<file path="src/rtl/deser_pkg.sv">
// Shared constants, length-width helper and receive-state encoding for the
// serial-to-queue path.
package deser_pkg;

    localparam int DEF_DATA_W = 8;
    localparam int DEF_DEPTH  = 8;

    // Occupancy counter width: must hold 0..depth inclusive.
    function automatic int len_width(input int depth);
        return $clog2(depth + 1);
    endfunction

    typedef enum logic [0:0] {
        RX_IDLE  = 1'b0,
        RX_SHIFT = 1'b1
    } rx_state_t;

endpackage

</file>
<file path="src/rtl/fila_param.sv">
// First-word-fall-through queue of DEPTH words with explicit pointer wrap,
// so DEPTH need not be a power of two.
module fila_param
    import deser_pkg::*;
#(
    parameter int DATA_W = DEF_DATA_W,
    parameter int DEPTH  = DEF_DEPTH
) (
    input  logic                           clk,
    input  logic                           rst,
    input  logic                           enqueue,
    input  logic                           dequeue,
    input  logic                           flush,
    input  logic [DATA_W-1:0]              wdata,
    output logic [DATA_W-1:0]              head,
    output logic [len_width(DEPTH)-1:0]    len,
    output logic                           full,
    output logic                           empty
);

    localparam int PTR_W = $clog2(DEPTH);
    localparam int LEN_W = len_width(DEPTH);

    logic [DATA_W-1:0] mem_r [DEPTH];
    logic [PTR_W-1:0]  wr_ptr_r;
    logic [PTR_W-1:0]  rd_ptr_r;
    logic [LEN_W-1:0]  len_r;
    logic              do_deq_s;
    logic              do_enq_s;

    function automatic logic [PTR_W-1:0] next_ptr(input logic [PTR_W-1:0] p);
        return (p == PTR_W'(DEPTH - 1)) ? {PTR_W{1'b0}} : p + PTR_W'(1);
    endfunction

    // A full queue still accepts a word when the same edge pops one.
    always_comb begin
        do_deq_s = dequeue & ~empty & ~flush;
        do_enq_s = enqueue & ~flush & (~full | do_deq_s);
    end

    // Storage array; contents need no reset since the head is masked when empty.
    always_ff @(posedge clk) begin
        if (do_enq_s) begin
            mem_r[wr_ptr_r] <= wdata;
        end
    end

    // Pointers and occupancy.
    always_ff @(posedge clk or posedge rst) begin
        if (rst) begin
            wr_ptr_r <= {PTR_W{1'b0}};
            rd_ptr_r <= {PTR_W{1'b0}};
            len_r    <= {LEN_W{1'b0}};
        end else if (flush) begin
            wr_ptr_r <= {PTR_W{1'b0}};
            rd_ptr_r <= {PTR_W{1'b0}};
            len_r    <= {LEN_W{1'b0}};
        end else begin
            if (do_enq_s) begin
                wr_ptr_r <= next_ptr(wr_ptr_r);
            end
            if (do_deq_s) begin
                rd_ptr_r <= next_ptr(rd_ptr_r);
            end
            if (do_enq_s && !do_deq_s) begin
                len_r <= len_r + LEN_W'(1);
            end else if (do_deq_s && !do_enq_s) begin
                len_r <= len_r - LEN_W'(1);
            end else begin
                len_r <= len_r;
            end
        end
    end

    // Status and head decode from registered occupancy.
    always_comb begin
        len   = len_r;
        empty = (len_r == {LEN_W{1'b0}});
        full  = (len_r == LEN_W'(DEPTH));
        head  = empty ? {DATA_W{1'b0}} : mem_r[rd_ptr_r];
    end

endmodule

</file>
<file path="src/rtl/deser_fila_param.sv">
// Serial-to-word assembler feeding an internal FWFT queue, with selectable
// bit order, flush, almost-full flag and saturating drop counter.
module deser_fila_param
    import deser_pkg::*;
#(
    parameter int DATA_W    = DEF_DATA_W,
    parameter int DEPTH     = DEF_DEPTH,
    parameter bit MSB_FIRST = 1'b1,
    parameter int AFULL_LVL = 6,
    parameter int OVF_W     = 8
) (
    input  logic                         clock1M,
    input  logic                         reset,
    input  logic                         data_in,
    input  logic                         write_in,
    input  logic                         dequeue_in,
    input  logic                         flush_in,
    output logic [DATA_W-1:0]            data_out,
    output logic                         valid_out,
    output logic [$clog2(DEPTH+1)-1:0]   len_out,
    output logic                         status_out,
    output logic                         almost_full_out,
    output logic [OVF_W-1:0]             overflow_cnt_out
);

    localparam int CNT_W = $clog2(DATA_W);
    localparam int LEN_W = len_width(DEPTH);

    logic [DATA_W-1:0] shreg_r;
    logic [DATA_W-1:0] shreg_next_s;
    logic [CNT_W-1:0]  bit_cnt_r;
    logic [OVF_W-1:0]  ovf_cnt_r;
    rx_state_t         rx_state_s;
    logic              last_bit_s;
    logic              word_done_s;
    logic              drop_s;
    logic              fifo_full_s;
    logic              fifo_empty_s;
    logic [LEN_W-1:0]  len_s;

    // Bit-order mux and word-completion decode; the final bit is part of the word.
    always_comb begin
        rx_state_s   = (bit_cnt_r == {CNT_W{1'b0}}) ? RX_IDLE : RX_SHIFT;
        last_bit_s   = (bit_cnt_r == CNT_W'(DATA_W - 1));
        if (MSB_FIRST) begin
            shreg_next_s = {shreg_r[DATA_W-2:0], data_in};
        end else begin
            shreg_next_s = {data_in, shreg_r[DATA_W-1:1]};
        end
        word_done_s  = write_in & ~flush_in & last_bit_s;
        drop_s       = word_done_s & fifo_full_s & ~dequeue_in;
    end

    // Shift register and bit counter; an idle strobe holds the partial word.
    always_ff @(posedge clock1M or posedge reset) begin
        if (reset) begin
            shreg_r   <= {DATA_W{1'b0}};
            bit_cnt_r <= {CNT_W{1'b0}};
        end else if (flush_in) begin
            shreg_r   <= {DATA_W{1'b0}};
            bit_cnt_r <= {CNT_W{1'b0}};
        end else if (write_in) begin
            shreg_r <= shreg_next_s;
            case (rx_state_s)
                RX_IDLE:  bit_cnt_r <= CNT_W'(1);
                RX_SHIFT: bit_cnt_r <= last_bit_s ? {CNT_W{1'b0}} : bit_cnt_r + CNT_W'(1);
                default:  bit_cnt_r <= {CNT_W{1'b0}};
            endcase
        end else begin
            shreg_r   <= shreg_r;
            bit_cnt_r <= bit_cnt_r;
        end
    end

    // Dropped-word counter survives flush and saturates at all-ones.
    always_ff @(posedge clock1M or posedge reset) begin
        if (reset) begin
            ovf_cnt_r <= {OVF_W{1'b0}};
        end else if (drop_s && (ovf_cnt_r != {OVF_W{1'b1}})) begin
            ovf_cnt_r <= ovf_cnt_r + OVF_W'(1);
        end else begin
            ovf_cnt_r <= ovf_cnt_r;
        end
    end

    fila_param #(
        .DATA_W (DATA_W),
        .DEPTH  (DEPTH)
    ) u_fila (
        .clk     (clock1M),
        .rst     (reset),
        .enqueue (word_done_s),
        .dequeue (dequeue_in),
        .flush   (flush_in),
        .wdata   (shreg_next_s),
        .head    (data_out),
        .len     (len_s),
        .full    (fifo_full_s),
        .empty   (fifo_empty_s)
    );

    // Flags derive only from the registered occupancy, so they cannot glitch.
    always_comb begin
        len_out          = len_s;
        valid_out        = ~fifo_empty_s;
        status_out       = fifo_full_s;
        almost_full_out  = (32'(len_s) >= 32'(AFULL_LVL));
        overflow_cnt_out = ovf_cnt_r;
    end

endmodule

</file>
<file path="config.mk">
export PLATFORM = sky130hd
export DESIGN_NAME = deser_fila_param
export DESIGN_NICKNAME = d
export VERILOG_FILES = /design/src/rtl/deser_pkg.sv /design/src/rtl/fila_param.sv /design/src/rtl/deser_fila_param.sv
export SDC_FILE = /design/constraint.sdc
export NUM_CORES = 1
export LEC_CHECK = 0
export BUFFER_PORTS_ARGS = -buffer_cell sky130_fd_sc_hd__buf_4
export CAP_MARGIN = 0
export CORE_ASPECT_RATIO = 1.75
export CORE_UTILIZATION = 60
export CTS_CLUSTER_DIAMETER = 80
export DETAILED_ROUTE_END_ITERATION = 8
export GPL_ROUTABILITY_DRIVEN = 0
export PLACE_DENSITY = 0.79
export RECOVER_POWER = 50
export SLEW_MARGIN = 20
export SYNTH_ARGS = -nofsm -noshare
export SYNTH_HDL_FRONTEND = slang
export SYNTH_SLANG_ARGS = --single-unit
</file>
<file path="constraint.sdc">
create_clock -name clock1M -period 3.95 [get_ports clock1M]
set_clock_uncertainty 0.05 [all_clocks]
set_input_delay 0.79 -clock clock1M [delete_from_list [all_inputs] [get_ports clock1M]]
set_output_delay 0.79 -clock clock1M [all_outputs]
set_load 0.02 [all_outputs]
</file>
==> impl_metrics.json, run 1 <==
{
  "fillCellCount": 427,
  "yosysSeqAreaShare_pct": 65.44,
  "rsz0062_at_grt": "no",
  "synth_top_area_share_pct": 47.96,
  "wirelength_mm": 7.357,
  "tns_ns": 0,
  "min_period_ns": 3.244,
  "die_w_microns": 63.78,
  "final_cell_count_no_fill": 387,
  "crit_fanout": 11,
  "synthTopCellsByCount": "64 x edfxtp_1, 28 x dfrtp_1, 28 x nor2_1",
  "worst_pin_slew_ns": 1.076,
  "max_freq_mhz": 308.3,
  "power_uw": 2872,
  "async_reset_ff_share_pct": 30.43,
  "io_pins": 29,
  "synth_cells": 261,
  "synth.cell_area_sq_um": 4008,
  "place_hpwl_mm": 5.045,
  "leakage_uw": 0.001819,
  "synth-seq-cells": 92,
  "min_path_cells": 1,
  "grt_pass1_wl_mm": 11.56,
  "cap_violations": 0,
  "portBuffers": 28,
  "r2r_slack_ns": 0.71,
  "slew_headroom_pct": 27.49,
  "synth_top_area_cell": "edfxtp_1",
  "cp.arrival_ns": 3.41,
  "antenna_left": 0,
  "drt_iter0_drc": 97,
  "seq_area_sq_um": 2623,
  "worstHoldStart": "overflow_cnt_out[5]$_DFFE_PP0P_",
  "routedWlPerCell_microns": 19.01,
  "cp-start-kind": "register",
  "endpoint_kind": "register",
  "synthFlopType": "edfxtp_1",
  "grt_usage_pct": 23.51,
  "dp_slack_ns": 0.7397,
  "path_class": "register to register",
  "vias": 2274,
  "first_pass_iters": 4,
  "start_util_pct": 61.75,
  "drv_slew": 0,
  "grt_max_degree": 29,
  "post_cts_buffers": 0,
  "clk_latency_ns": 0.33,
  "core_sq_um": 6490,
  "r2r_start": "u_fila.len[1]$_DFFE_PP0P_",
  "yosysWarnings": 0,
  "cts_inserted_buffers": 9,
  "cts_resized": 0,
  "synth_area_per_cell_sq_um": 15.35,
  "cts_max_path_buffers": 2,
  "rr_endpoint": "u_fila.len[3]$_DFFE_PP0P_",
  "min_period_over_period_pct": 82.13,
  "vias_per_cell": 5.876,
  "worst_slack_ns": 0.7060,
  "grt-ovfl-total": 0,
  "row_count": 39,
  "cts-root-buf": "clkbuf_16",
  "yosys-top-cells-area": "edfxtp_1 48%, dfrtp_1 17%, mux4_2 9.0%, mux2i_1 5.0%, ha_1 3.1%",
  "r2r_cells": 8,
  "outcome": "finished clean",
  "path_clk_slew_ns": 0.06,
  "cts_tree": "built",
  "hp-class": "register to register",
  "post-route-util_pct": 71.83,
  "area_growth_pct": 16.33,
  "cp.required_ns": 4.12,
  "multi_input_area_sq_um": 1331,
  "cts_hold_buf": 0,
  "drcViolationCount": 0,
  "synth_edf_count": 64,
  "drive_above_1_share_pct": 21.97,
  "yosysMostFrequentCell": "edfxtp_1",
  "antenna_found_initial": 0,
  "max-vdd-ir-drop_uv": 598.2,
  "syn-num-nets": 278,
  "fp.dieH_microns": 110.1,
  "fin_nets": 317,
  "hold_violations": 0,
  "cts.sinks": 92,
  "hold_end": "overflow_cnt_out[5]$_DFFE_PP0P_",
  "die_area_sq_um": 7023,
  "synth.distinct_cells": 36,
  "htreeDepth": 3,
  "first_global_vias": 2317,
  "setup_viol": 0,
  "power.density_nw_per_um2": 616.1,
  "num_antenna_cells": 0,
  "dpl.cell_count": 371
}
==> worst max-delay path: stages, from the launching register on <==
cell,delay (ns)
dfrtp_1,0.49
o41ai_2,1.02
nor3b_2,0.46
inv_1,0.14
ha_1,0.35
nand3_1,0.10
a21boi_0,0.22
mux2i_1,0.22
nand3_1,0.09
==> per-stage QoR <==
stage               hold WS [ns]  instance area [sq um]
global route              0.4599                   4662
CTS                       0.4606                   4673
global placement          0.4434                   4364
detailed placement        0.4493                   4364
finish                    0.4580                   4662
floorplan                 0.4812                   4008
==> metal layers <==
layer	vias up	global-route usage (%)	routed length [microns]
met5	-	0	0
met4	0	12.50	215
met1	1133	25.16	2766
li1	1064	-	-
met3	18	4.733	230
met2	59	43.09	4145
==> power by group <==
part / leakage (uW) / switching [uW] / internal [uW]
Sequential: 0.000981 / 80.6 / 1060
Clock: 0.000149 / 330 / 551
Combinational: 0.000689 / 447 / 408
==> final cells by class <==
type | count | share of cell area (%)
repair buffers | 37 | 5.717
multi-input cells | 152 | 28.56
clock buffers | 11 | 4.992
clock inverters | 5 | 1.637
inverters | 8 | 0.6441
well taps | 82 | 2.201
flip-flops and latches | 92 | 56.25
==> sequential cells by signal, summed over array words and instances, names as in the netlist <==
signal / count
u_fila.mem_r: 64
overflow_cnt_out: 8
shreg_r: 7
u_fila.len: 4
bit_cnt_r: 3
u_fila.rd_ptr_r: 3
u_fila.wr_ptr_r: 3
==> how the worst max path moves through the flow <==
stage | start | to | slack [ns] | depth (start not counted)
floorplan | flush_in | u_fila.mem_r[1][0]$_DFFE_PP_ | 1.30 | 4
global placement | u_fila.len[1]$_DFFE_PP0P_ | u_fila.len[3]$_DFFE_PP0P_ | 0.85 | 8
detailed placement | u_fila.len[1]$_DFFE_PP0P_ | u_fila.len[3]$_DFFE_PP0P_ | 0.74 | 8
CTS | u_fila.len[1]$_DFFE_PP0P_ | u_fila.len[3]$_DFFE_PP0P_ | 0.74 | 8
global route | u_fila.len[1]$_DFFE_PP0P_ | u_fila.len[3]$_DFFE_PP0P_ | 0.51 | 8
finish | u_fila.len[1]$_DFFE_PP0P_ | u_fila.len[3]$_DFFE_PP0P_ | 0.71 | 8
==> layout by cell type (no fill, tap or decap), types with 2 or more instances in the layout <==
cell       netlist  routed
clkbuf_1         3       5
inv_1            8       8
ha_1            10      10
bufinv_16        0       2
clkbuf_16        0       9
edfxtp_1        64      64
xnor2_1          9       9
and3b_1          2       2
a21oi_1          7       7
mux2i_1         20      20
o21ai_0          4       4
dfrtp_1         28      28
nand2b_1         7       7
buf_4            0      33
nand4_1          4       4
nand3_1          5       5
mux4_2          16      16
nand2_1         10      10
and3_1           3       3
clkinv_1         0       2
nor2_1          28      28
nor3_1          10      10
==> kinds of logic after synthesis <==
logic type | after synthesis | share of synthesized area (%)
XOR/XNOR | 9 | 1.967
adder cells (fa/ha/maj) | 11 | 3.622
flip-flops | 92 | 65.44
AND/OR/NAND/NOR | 79 | 10.68
buffers and inverters | 17 | 1.686
AO/OA/AOI/OAI | 16 | 2.342
multiplexers | 37 | 14.27
Note: power is estimated with default switching activity, not from simulation.
==> inputs of run 2 (changes only) <==
--- a/config.mk
+++ b/config.mk
@@ -8,11 +8,11 @@
 export BUFFER_PORTS_ARGS = -buffer_cell sky130_fd_sc_hd__buf_4
 export CAP_MARGIN = 0
 export CORE_ASPECT_RATIO = 1.75
-export CORE_UTILIZATION = 60
+export CORE_UTILIZATION = 54
 export CTS_CLUSTER_DIAMETER = 80
 export DETAILED_ROUTE_END_ITERATION = 8
 export GPL_ROUTABILITY_DRIVEN = 0
-export PLACE_DENSITY = 0.79
+export PLACE_DENSITY = 0.75
 export RECOVER_POWER = 50
 export SLEW_MARGIN = 20
 export SYNTH_ARGS = -nofsm -noshare
==> constraint.sdc (replaced) <==
create_clock -name clock1M -period 2.7 [get_ports clock1M]
set_clock_uncertainty 0.05 [all_clocks]
set_input_delay 0.54 -clock clock1M [delete_from_list [all_inputs] [get_ports clock1M]]
set_output_delay 0.54 -clock clock1M [all_outputs]
set_load 0.02 [all_outputs]
==> run 2 against run 1 <==
  * The flow now finishes with violations (capacitance limit, slew limit)
  * Non-clock buffer count is 8 higher
  * Final area is 0.91% higher
  * Wire length is 1.5% lower
  * Highest routed layer unchanged
==> impl_metrics.json, run 2 (synthesis gave the netlist of run 1 again) <==
{
  "first_pass_iters": 4,
  "post_cts_buffers": 0,
  "cts_max_path_buffers": 2,
  "htreeDepth": 3,
  "outcome": "finished with violations",
  "routedWlPerCell_microns": 18.16,
  "hold_violations": 0,
  "wirelength_mm": 7.245,
  "final_common_cell": "edfxtp_1",
  "swShare_pct": 31.29,
  "die_area_sq_um": 7783,
  "drv_slew": 29,
  "drive_above_1_share_pct": 24.60,
  "pwr-share-seq_pct": 39.8,
  "cp.arrival_ns": 1.93,
  "portBuffers": 28,
  "io_pins": 29,
  "max_freq_mhz": 396.7,
  "num_antenna_cells": 0,
  "worstHoldStart": "overflow_cnt_out[5]$_DFFE_PP0P_",
  "path_class": "register to primary output",
  "leakage_uw": 0.001842,
  "fp.dieH_microns": 116.0,
  "postPlaceCellArea_sq_um": 4442,
  "row_count": 41,
  "min_period_over_period_pct": 93.35,
  "r2r_cells": 10,
  "cts_tree": "built",
  "power_frac_clock_pct": 27.5,
  "rsz0062_at_grt": "no",
  "fillCellCount": 530,
  "setup_viol": 0,
  "cts_hold_buf": 0,
  "clk_latency_ns": 0.33,
  "grt_usage_pct": 21.29,
  "intPower_uw": 2809,
  "violations": "capacitance limit, slew limit",
  "crit_start": "u_fila.rd_ptr_r[0]$_DFFE_PP0P_",
  "antenna_left": 0,
  "worst_pin_slew_ns": 1.556,
  "core_sq_um": 7182,
  "path_clk_slew_ns": 0.06,
  "final_area_sq_um": 4705,
  "die_w_microns": 67.12,
  "combPwrFrac_pct": 32.7,
  "grt-ovfl-total": 0,
  "layout_common_cells": "64 x edfxtp_1, 40 x buf_4, 28 x nor2_1, 28 x dfrtp_1, 20 x mux2i_1",
  "antenna_found_initial": 0,
  "power.density_nw_per_um2": 869.1,
  "place_hpwl_mm": 5.056,
  "cap_violations": 1,
  "drcViolationCount": 0,
  "crit_fanout": 16,
  "area_growth_pct": 17.39,
  "hp-class": "register to register",
  "slew_headroom_pct": -3.702,
  "min_path_cells": 1,
  "vias": 2277,
  "vias_per_cell": 5.707,
  "max-vdd-ir-drop_uv": 729.3,
  "cts_inserted_buffers": 9,
  "fin_nets": 325,
  "cts-root-buf": "clkbuf_16",
  "cp-start-kind": "register",
  "cts.sinks": 92,
  "largest_reg_flops": 64,
  "endpoint_kind": "primary output",
  "r2r_start": "bit_cnt_r[0]$_DFFE_PP0P_",
  "min_period_ns": 2.521,
  "first_global_vias": 2312,
  "grt_max_degree": 29,
  "cp.required_ns": 2.11,
  "start_util_pct": 55.80,
  "cts_resized": 0,
  "regMostFlops": "u_fila.mem_r",
  "tns_ns": 0,
  "drt_iter0_drc": 72,
  "grt_pass1_wl_mm": 11.36,
  "switchingPower_uw": 1280
}
[run 2: path summary, 6_finish.rpt]
path	slack [ns]	to
max	0.18	data_out[6]
min	0.45	overflow_cnt_out[5]$_DFFE_PP0P_
min reg2reg	0.45	overflow_cnt_out[5]$_DFFE_PP0P_
min in group asynchronous	0.69	overflow_cnt_out[7]$_DFFE_PP0P_
max in group asynchronous	0.99	shreg_r[1]$_DFFE_PP0P_
max reg2reg	0.35	u_fila.len[3]$_DFFE_PP0P_
[run 2: worst max-delay path: stages, from the launching register on]
cell and delay [ns]:
dfrtp_1 0.43, buf_12 0.21, mux4_2 0.52, mux2i_1 0.21, nor2_1 0.06, buf_4 0.16
[run 2: stage by stage]
step                utilization (%)  hold slack (ns)  total power (uW)  setup slack (ns)  std cells
finish                        65.51           0.4479              4089            0.1795        399
global route                  65.51           0.4731              4269           0.07848        399
CTS                           65.66           0.2306              4141            0.1472        399
detailed placement            61.85           0.4440              3011            0.2793        383
global placement              61.85           0.4377              2979            0.3716        383
floorplan                         -           0.4812              2500            0.2227        261
[run 2: area by class of cell]
cell class / instances / area [sq um] / share of cell area [%]
Sequential cell: 92 / 2623 / 55.74
Clock buffer: 9 / 225.2 / 4.787
Inverter: 8 / 30.03 / 0.6383
Timing Repair Buffer: 45 / 339.1 / 7.207
Clock inverter: 7 / 48.80 / 1.037
Tap cell: 86 / 107.6 / 2.287
Multi-Input combinational cell: 152 / 1331 / 28.30
[run 2: per-layer routing]
metal / part of all wire [%] / global-route usage (%) / up-vias
met5: 0 / 0 / -
met4: 1.7 / 9.787 / 0
met3: 2.2 / 3.346 / 8
met2: 58 / 39.80 / 43
met1: 38 / 22.42 / 1144
li1: - / - / 1082
[run 2: power groups by stage]
stage,Combinational [uW],Clock [uW],Sequential [uW]
2_1_floorplan,828,0,1670
3_3_place_gp,1330,0,1650
3_5_place_dp,1350,0,1660
4_1_cts,1360,1150,1630
5_1_grt,1450,1190,1640
6_report,1340,1120,1630
